===== src/rtl/uart_tx_module.sv =====
// UART transmitter: byte FIFO feeding a start/data/parity/stop serializer.
// All outputs are registered; Tx idles high.
module uart_tx_module #(
    parameter int CLKS_PER_BIT = 868,
    parameter int PARITY_EN    = 1,
    parameter int PARITY_ODD   = 0,
    parameter int STOP_BITS    = 1,
    parameter int FIFO_DEPTH   = 4,
    localparam int AW = $clog2(FIFO_DEPTH),
    localparam int CW = AW + 1,
    localparam int BW = $clog2(CLKS_PER_BIT)
) (
    input  logic          clk,
    input  logic          rst,
    input  logic [7:0]    tx_data,
    input  logic          tx_valid,
    output logic          tx_ready,
    output logic          Tx,
    output logic          busy,
    output logic          frame_done,
    output logic [CW-1:0] fifo_count
);

    typedef enum logic [2:0] {
        S_IDLE,
        S_START,
        S_DATA,
        S_PARITY,
        S_STOP
    } state_e;

    state_e          state_q, state_d;
    logic [BW-1:0]   baud_q, baud_d;
    logic [2:0]      bit_q, bit_d;
    logic [7:0]      shift_q, shift_d;
    logic            par_q, par_d;
    logic            tx_q, tx_d;
    logic            done_q, done_d;
    logic            busy_q, busy_d;
    logic            ready_q, ready_d;
    logic [AW-1:0]   wptr_q, wptr_d;
    logic [AW-1:0]   rptr_q, rptr_d;
    logic [CW-1:0]   count_q, count_d;
    logic [7:0]      mem_q [FIFO_DEPTH];

    logic            push;
    logic            pop;
    logic            bit_end;
    logic [7:0]      head;

    assign head    = mem_q[rptr_q];
    assign bit_end = (baud_q == BW'(CLKS_PER_BIT - 1));

    // FIFO bookkeeping: pop only on the IDLE->START transition
    always_comb begin
        push    = tx_valid & ready_q;
        pop     = (state_q == S_IDLE) && (count_q != '0);
        wptr_d  = wptr_q + AW'(push);
        rptr_d  = rptr_q + AW'(pop);
        count_d = count_q + CW'(push) - CW'(pop);
        ready_d = (count_d != CW'(FIFO_DEPTH));
    end

    // FIFO storage; contents need no reset since pointers gate reads
    always_ff @(posedge clk) begin
        if (push) begin
            mem_q[wptr_q] <= tx_data;
        end
    end

    // State and datapath registers
    always_ff @(posedge clk or negedge rst) begin
        if (!rst) begin
            state_q <= S_IDLE;
            baud_q  <= '0;
            bit_q   <= '0;
            shift_q <= '0;
            par_q   <= 1'b0;
            tx_q    <= 1'b1;
            done_q  <= 1'b0;
            busy_q  <= 1'b0;
            ready_q <= 1'b1;
            wptr_q  <= '0;
            rptr_q  <= '0;
            count_q <= '0;
        end else begin
            state_q <= state_d;
            baud_q  <= baud_d;
            bit_q   <= bit_d;
            shift_q <= shift_d;
            par_q   <= par_d;
            tx_q    <= tx_d;
            done_q  <= done_d;
            busy_q  <= busy_d;
            ready_q <= ready_d;
            wptr_q  <= wptr_d;
            rptr_q  <= rptr_d;
            count_q <= count_d;
        end
    end

    // Next-state: bit timing, bit index and shift register
    always_comb begin
        state_d = state_q;
        baud_d  = baud_q + BW'(1);
        bit_d   = bit_q;
        shift_d = shift_q;
        par_d   = par_q;
        unique case (state_q)
            S_IDLE: begin
                baud_d = '0;
                if (pop) begin
                    shift_d = head;
                    par_d   = (^head) ^ (PARITY_ODD != 0);
                    bit_d   = '0;
                    state_d = S_START;
                end
            end
            S_START: begin
                if (bit_end) begin
                    baud_d  = '0;
                    bit_d   = '0;
                    state_d = S_DATA;
                end
            end
            S_DATA: begin
                if (bit_end) begin
                    baud_d  = '0;
                    shift_d = shift_q >> 1;
                    bit_d   = bit_q + 3'd1;
                    if (bit_q == 3'd7) begin
                        bit_d   = '0;
                        state_d = (PARITY_EN != 0) ? S_PARITY : S_STOP;
                    end
                end
            end
            S_PARITY: begin
                if (bit_end) begin
                    baud_d  = '0;
                    bit_d   = '0;
                    state_d = S_STOP;
                end
            end
            S_STOP: begin
                if (bit_end) begin
                    baud_d = '0;
                    if (bit_q == 3'(STOP_BITS - 1)) begin
                        bit_d   = '0;
                        state_d = S_IDLE;
                    end else begin
                        bit_d = bit_q + 3'd1;
                    end
                end
            end
            default: begin
                baud_d  = '0;
                state_d = S_IDLE;
            end
        endcase
    end

    // Outputs registered from next-state so Tx moves with the state
    always_comb begin
        tx_d   = 1'b1;
        done_d = (state_d == S_STOP)
              && (baud_d == BW'(CLKS_PER_BIT - 1))
              && (bit_d == 3'(STOP_BITS - 1));
        busy_d = (state_d != S_IDLE) || (count_d != '0);
        unique case (state_d)
            S_START:  tx_d = 1'b0;
            S_DATA:   tx_d = shift_d[0];
            S_PARITY: tx_d = par_d;
            default:  tx_d = 1'b1;
        endcase
    end

    assign Tx         = tx_q;
    assign busy       = busy_q;
    assign frame_done = done_q;
    assign tx_ready   = ready_q;
    assign fifo_count = count_q;

endmodule


===== config.mk =====
export PLATFORM = sky130hd
export DESIGN_NAME = uart_tx_module
export DESIGN_NICKNAME = d
export VERILOG_FILES = /design/src/rtl/uart_tx_module.sv
export SDC_FILE = /design/constraint.sdc
export NUM_CORES = 1
export LEC_CHECK = 0
export CORE_MARGIN = 3
export CORE_UTILIZATION = 58
export DETAILED_ROUTE_END_ITERATION = 16
export PLACE_DENSITY = 0.78
export SLEW_MARGIN = 20
export SYNTH_ARGS = -nofsm -noshare
export SYNTH_HDL_FRONTEND = slang
export SYNTH_SLANG_ARGS = --single-unit

===== constraint.sdc =====
create_clock -name clk -period 3.25 [get_ports clk]
set_input_delay 0.4875 -clock clk [delete_from_list [all_inputs] [get_ports clk]]
set_output_delay 0.4875 -clock clk [all_outputs]
set_load 0.1 [all_outputs]

Word-level counts from Yosys, hierarchy flattened
Memory sizes are Yosys's and may differ from the RTL's.
Cells that the tools add are included.

cells by class
  add/sub/neg operators = 6
  eq/ne operators = 14
  muxes and demuxes = 25
  bitwise logic cells = 1
  reductions and logical operators = 15

operators with widths
  cell                                                                   number
  3-bit two-way mux                                                      13
  10-bit equality test, second input constant                            2
  10-bit two-way mux                                                     2
  8-bit two-way mux                                                      2
  8-bit one-hot mux with 2 select lines                                  1
  3-bit one-hot mux with 5 select lines                                  1
  3-bit by 2-bit equality test with 1-bit output, second input constant  4
  3-bit one-hot mux with 4 select lines                                  1
  10-bit by 1-bit adder with 10-bit output, second input constant        1
  3-bit equality test, second input constant                             3
  3-bit logical NOT                                                      3
  3-bit nonzero test                                                     3
  8-bit XOR reduction                                                    1
  3-bit by 1-bit equality test with 1-bit output, second input constant  2
  2-bit by 1-bit adder with 2-bit output                                 2
  1-bit two-way mux                                                      4
  2-bit != test, second input constant                                   2
  4-bit OR reduction                                                     1
  3-bit by 1-bit adder with 3-bit output                                 1
  3-bit by 1-bit adder with 3-bit output, second input constant          1
  1-bit logical AND                                                      3
  3-bit != test, second input constant                                   1
  1-bit one-hot mux with 3 select lines                                  1
  3-bit AND reduction                                                    1
  other kinds (5)                                                        5

storage, ports and cells
  register bits after elaboration = 36
  RAM bits = 32
  memories kept = 1

memories
  name   depth  width  rd ports  clocked after memory_dff  write ports  line  RTL
  mem_q  4      8      1         0                         1            44    logic [7:0] mem_q [FIFO_DEPTH];

Depth between registers and ports, before layout
  depth in word-level cells = 7
  depth in mapped cells = 12
  mapped depth without buffers = 12

Least setup slack after synthesis
OpenSTA, ideal clock, no wires.

  kind = register to register
  start point = register count_q[1] (netlist: fifo_count[1])
  end point = register busy_q (netlist: busy)
  arrival = 3.010 ns
  data required time = 3.121 ns
  setup slack = 0.111 ns
  cell stages (with the launch flop) = 13
  buffers on the path = 0
  clock period less this slack = 3.139 ns
  path through = dfrtp_1 or3_1 nand2_1 inv_1 ha_1 inv_1 ha_1 inv_1 fa_1 xnor2_1 xnor2_1 nor3_1 nand3b_1

RTL lines
  what                                                                                            line  RTL
  start: declaration                                                                              43    logic [CW-1:0] count_q, count_d;
  start signal: assignment                                                                        98    count_q <= count_d;
  parallel branches: the longest is 2 deep, another holds 3-bit by 1-bit adder with 3-bit output  --
  3-bit by 1-bit subtractor with 3-bit output *                                                   60    count_d = count_q + CW'(push) - CW'(pop);
  named net count_d[2]                                                                            43
  3-bit nonzero test *                                                                            168   busy_d = (state_d != S_IDLE) || (count_d != '0);
  1-bit logical OR *                                                                              168
  named net busy_d                                                                                39    logic busy_q, busy_d;
  end signal: assignment                                                                          94    busy_q <= busy_d;
  end: declaration                                                                                39

Mark *: on every way through the listed nets, which the timed path passes.
A chain may end at the register's enable or synchronous reset.

Worst setup path after layout
Ends and elaborated chain as after synthesis.

==> impl_metrics.env <==
export IMPL_cts_buffer_depth=2
export IMPL_min_path_type="in2async"
export IMPL_seq_area_frac_synth_pct=61.3
export IMPL_dieHeight_um=78.4
export IMPL_cts_made_buffers=9
export IMPL_grt_max_degree=37
export IMPL_routed_via_count=1871
export IMPL_finalMaxSlewViolations=0
export IMPL_critPathKind="reg2reg"
export IMPL_cp_max_fo=5
export IMPL_worstPathArrival_ns=2.92
export IMPL_rsz0062_at_grt="false"
export IMPL_synth_area_leaders="edfxtp_1, dfrtp_1, mux4_2"
export IMPL_total_power_mw=2.77
export IMPL_synth_most_common_cell="dfrtp_1"
export IMPL_fin_area_mm2=0.00349
export IMPL_initial_core_util_pct=62.3
export IMPL_antenna_found_initial=0
export IMPL_first_iter_violations=112
export IMPL_htree_levels=3
export IMPL_insertedDiodeCount=0
export IMPL_coreArea_mm2=0.00488
export IMPL_hold_ws_ns=0.230
export IMPL_setup_worst_path_end_class="flop"
export IMPL_synthDistinctLibCells=46
export IMPL_cts_setup_buffers=0
export IMPL_synth_edf_count=32
export IMPL_max_freq_mhz=372
export IMPL_cts_sinks=68
export IMPL_gp_congestion=0.818
export IMPL_fp_row_count=25
export IMPL_hold_viol_final=0
export IMPL_synth_largest_area_cell="edfxtp_1"
export IMPL_tns_ns=0
export IMPL_grt_pass1_vias=1946
export IMPL_die_area_mm2=0.00615
export IMPL_dp_hpwl_mm=3.77
export IMPL_final_nets=273
export IMPL_critPathLaunchType="flop"
export IMPL_setup_viol=0
export IMPL_firstDrtPassIters=4
export IMPL_leakagePower_nw=1.39
export IMPL_worst_slack_ns=0.563
export IMPL_placed_area_mm2=0.00328
export IMPL_io_pins=18
export IMPL_grt_remaining_overflow=0
export IMPL_clk_latency_ns=0.35
export IMPL_cts_root_buf="clkbuf_8"
export IMPL_cap_violations=0
export IMPL_peakVddDrop_v=0.000450
export IMPL_yosys_top_cells_count="dfrtp_1, edfxtp_1, nand2_1, xnor2_1, nor2_1"
export IMPL_cts_resized=0
export IMPL_synth_warnings=0
export IMPL_postRouteAntennaNets=0
export IMPL_yosys_register_bits=68
export IMPL_powerDensity_mw_per_mm2=796
export IMPL_wire_per_inst_um=16.8
export IMPL_cts_tree="yes"
export IMPL_synthToLayoutAreaGrowth_pct=14.7
export IMPL_clk_pin_slew_ns=0.08
export IMPL_synthesis_nets=245
export IMPL_grt_pass1_wl_mm=9.63
export IMPL_rrSetupSlack_ns=0.56
export IMPL_drc=0
export IMPL_maxSlewHeadroom_pct=35.5
export IMPL_io_buffers=17
export IMPL_drt_wl_total_mm=5.45
export IMPL_dominantRegCellSynth="dfrtp_1"
export IMPL_dp_slack_ns=0.553
export IMPL_viasPerCell=5.76
export IMPL_cts_hold_buf=0
export IMPL_yosysTopAreaCellShare_pct=31.6
export IMPL_status="complete, no violations"
export IMPL_min_period_over_period_pct=82.7
export IMPL_fin_worst_skew_ns=0.00794
export IMPL_grtUsageTotal_pct=20.8
export IMPL_synth_cells=225
export IMPL_synth_avg_cell_area_um2=13.5
export IMPL_synth_async_reset_ratio_pct=52.9
export IMPL_synthesis_area_mm2=0.00304
export IMPL_worstMarginPinSlew_ns=0.964
export IMPL_min_period_ns=2.69
export IMPL_worstPathRequired_ns=3.48
export IMPL_chipWidth_um=78.4
export IMPL_drive_gt1_share_pct=17.1
-- cell type report --
type,instances,area (µm²)
Clock buffer,9,124
Fill cell,349,1390
Clock inverter,7,81.3
Multi-Input combinational cell,142,1100
Timing Repair Buffer,22,190
Sequential cell,68,1860
Tap cell,67,83.8
Inverter,10,37.5
-- power by group --
part | total [mW] | switching, mW | internal, mW | leakage [nW]
logic | 0.792 | 0.465 | 0.328 | 0.557
registers | 1.26 | 0.160 | 1.10 | 0.736
clock network | 0.719 | 0.353 | 0.366 | 0.101
-- routing by layer --
layer	vias to the layer above	global-route usage, %	part of all wire [%]
met2	55	31.2	47
li1	888	-	-
met3	8	6.65	6.1
met5	-	0	0
met4	0	6.29	1.1
met1	920	29.3	46
-- logic make-up (layout without fill, tap and decap cells) --
group,after synthesis,in the layout,share of synthesized area [%]
adders and majority gates,9,9,3.95
muxes,8,8,5.93
xor gates and xnor gates,21,21,6.05
buffers and inverters,15,48,2.35
AOI/OAI and AO/OA,28,28,7.33
DFF,68,68,61.3
and+or+nand+nor,76,76,13.1
-- placed cells by master, fill, tap and decap left out, types with 2 or more instances in the layout --
cell / n
o21ai_0: 6
nor3_1: 7
and3_1: 4
xnor2_1: 16
a21o_1: 2
ha_1: 8
clkbuf_8: 9
a22oi_1: 6
dfrtp_1: 34
nor3b_1: 2
xor2_1: 5
edfxtp_1: 32
nand3_1: 9
dfstp_2: 2
nor2_1: 14
nand4_1: 2
inv_6: 4
a21oi_1: 2
clkdlybuf4s50_1: 11
nand3b_1: 3
inv_1: 10
nand2b_1: 3
mux4_2: 8
nand2_1: 22
buf_4: 10
-- final timing paths --
check                              startpoint          to  cells after the start
worst max register to register  fifo_count[1]        busy                     12
max in group asynchronous                 rst   baud_q[0]                      1
worst max-delay path            fifo_count[1]        busy                     12
worst min-delay path                      rst  shift_q[5]                      1
worst min register to register     shift_q[4]  shift_q[4]                      2
min in group clk                   shift_q[4]  shift_q[4]                      2
-- registers in the layout, summed over array words and instances, names as in the netlist --
name,cells
Tx,1
baud_q,10
bit_q,3
busy,1
fifo_count,3
frame_done,1
mem_q,32
par_q,1
rptr_q,2
shift_q,8
state_q,3
tx_ready,1
wptr_q,2
-- per-stage QoR --
stage,utilization [%],cells
floorplan,-,225
global placement,67.2,309
detailed placement,67.2,309
CTS,71.4,325
global route,71.4,325
finish,71.4,325
-- worst max-delay path: stages, from the launching register on --
cell and delay, ns:
dfrtp_1 0.45, or3_1 0.44, nand2_1 0.13, inv_1 0.08
ha_1 0.29, inv_1 0.07, ha_1 0.14, inv_1 0.05
fa_1 0.37, xnor2_1 0.14, xnor2_1 0.15, nor3_1 0.17
nand3b_1 0.09
Power figures use the tool's default switching activity.
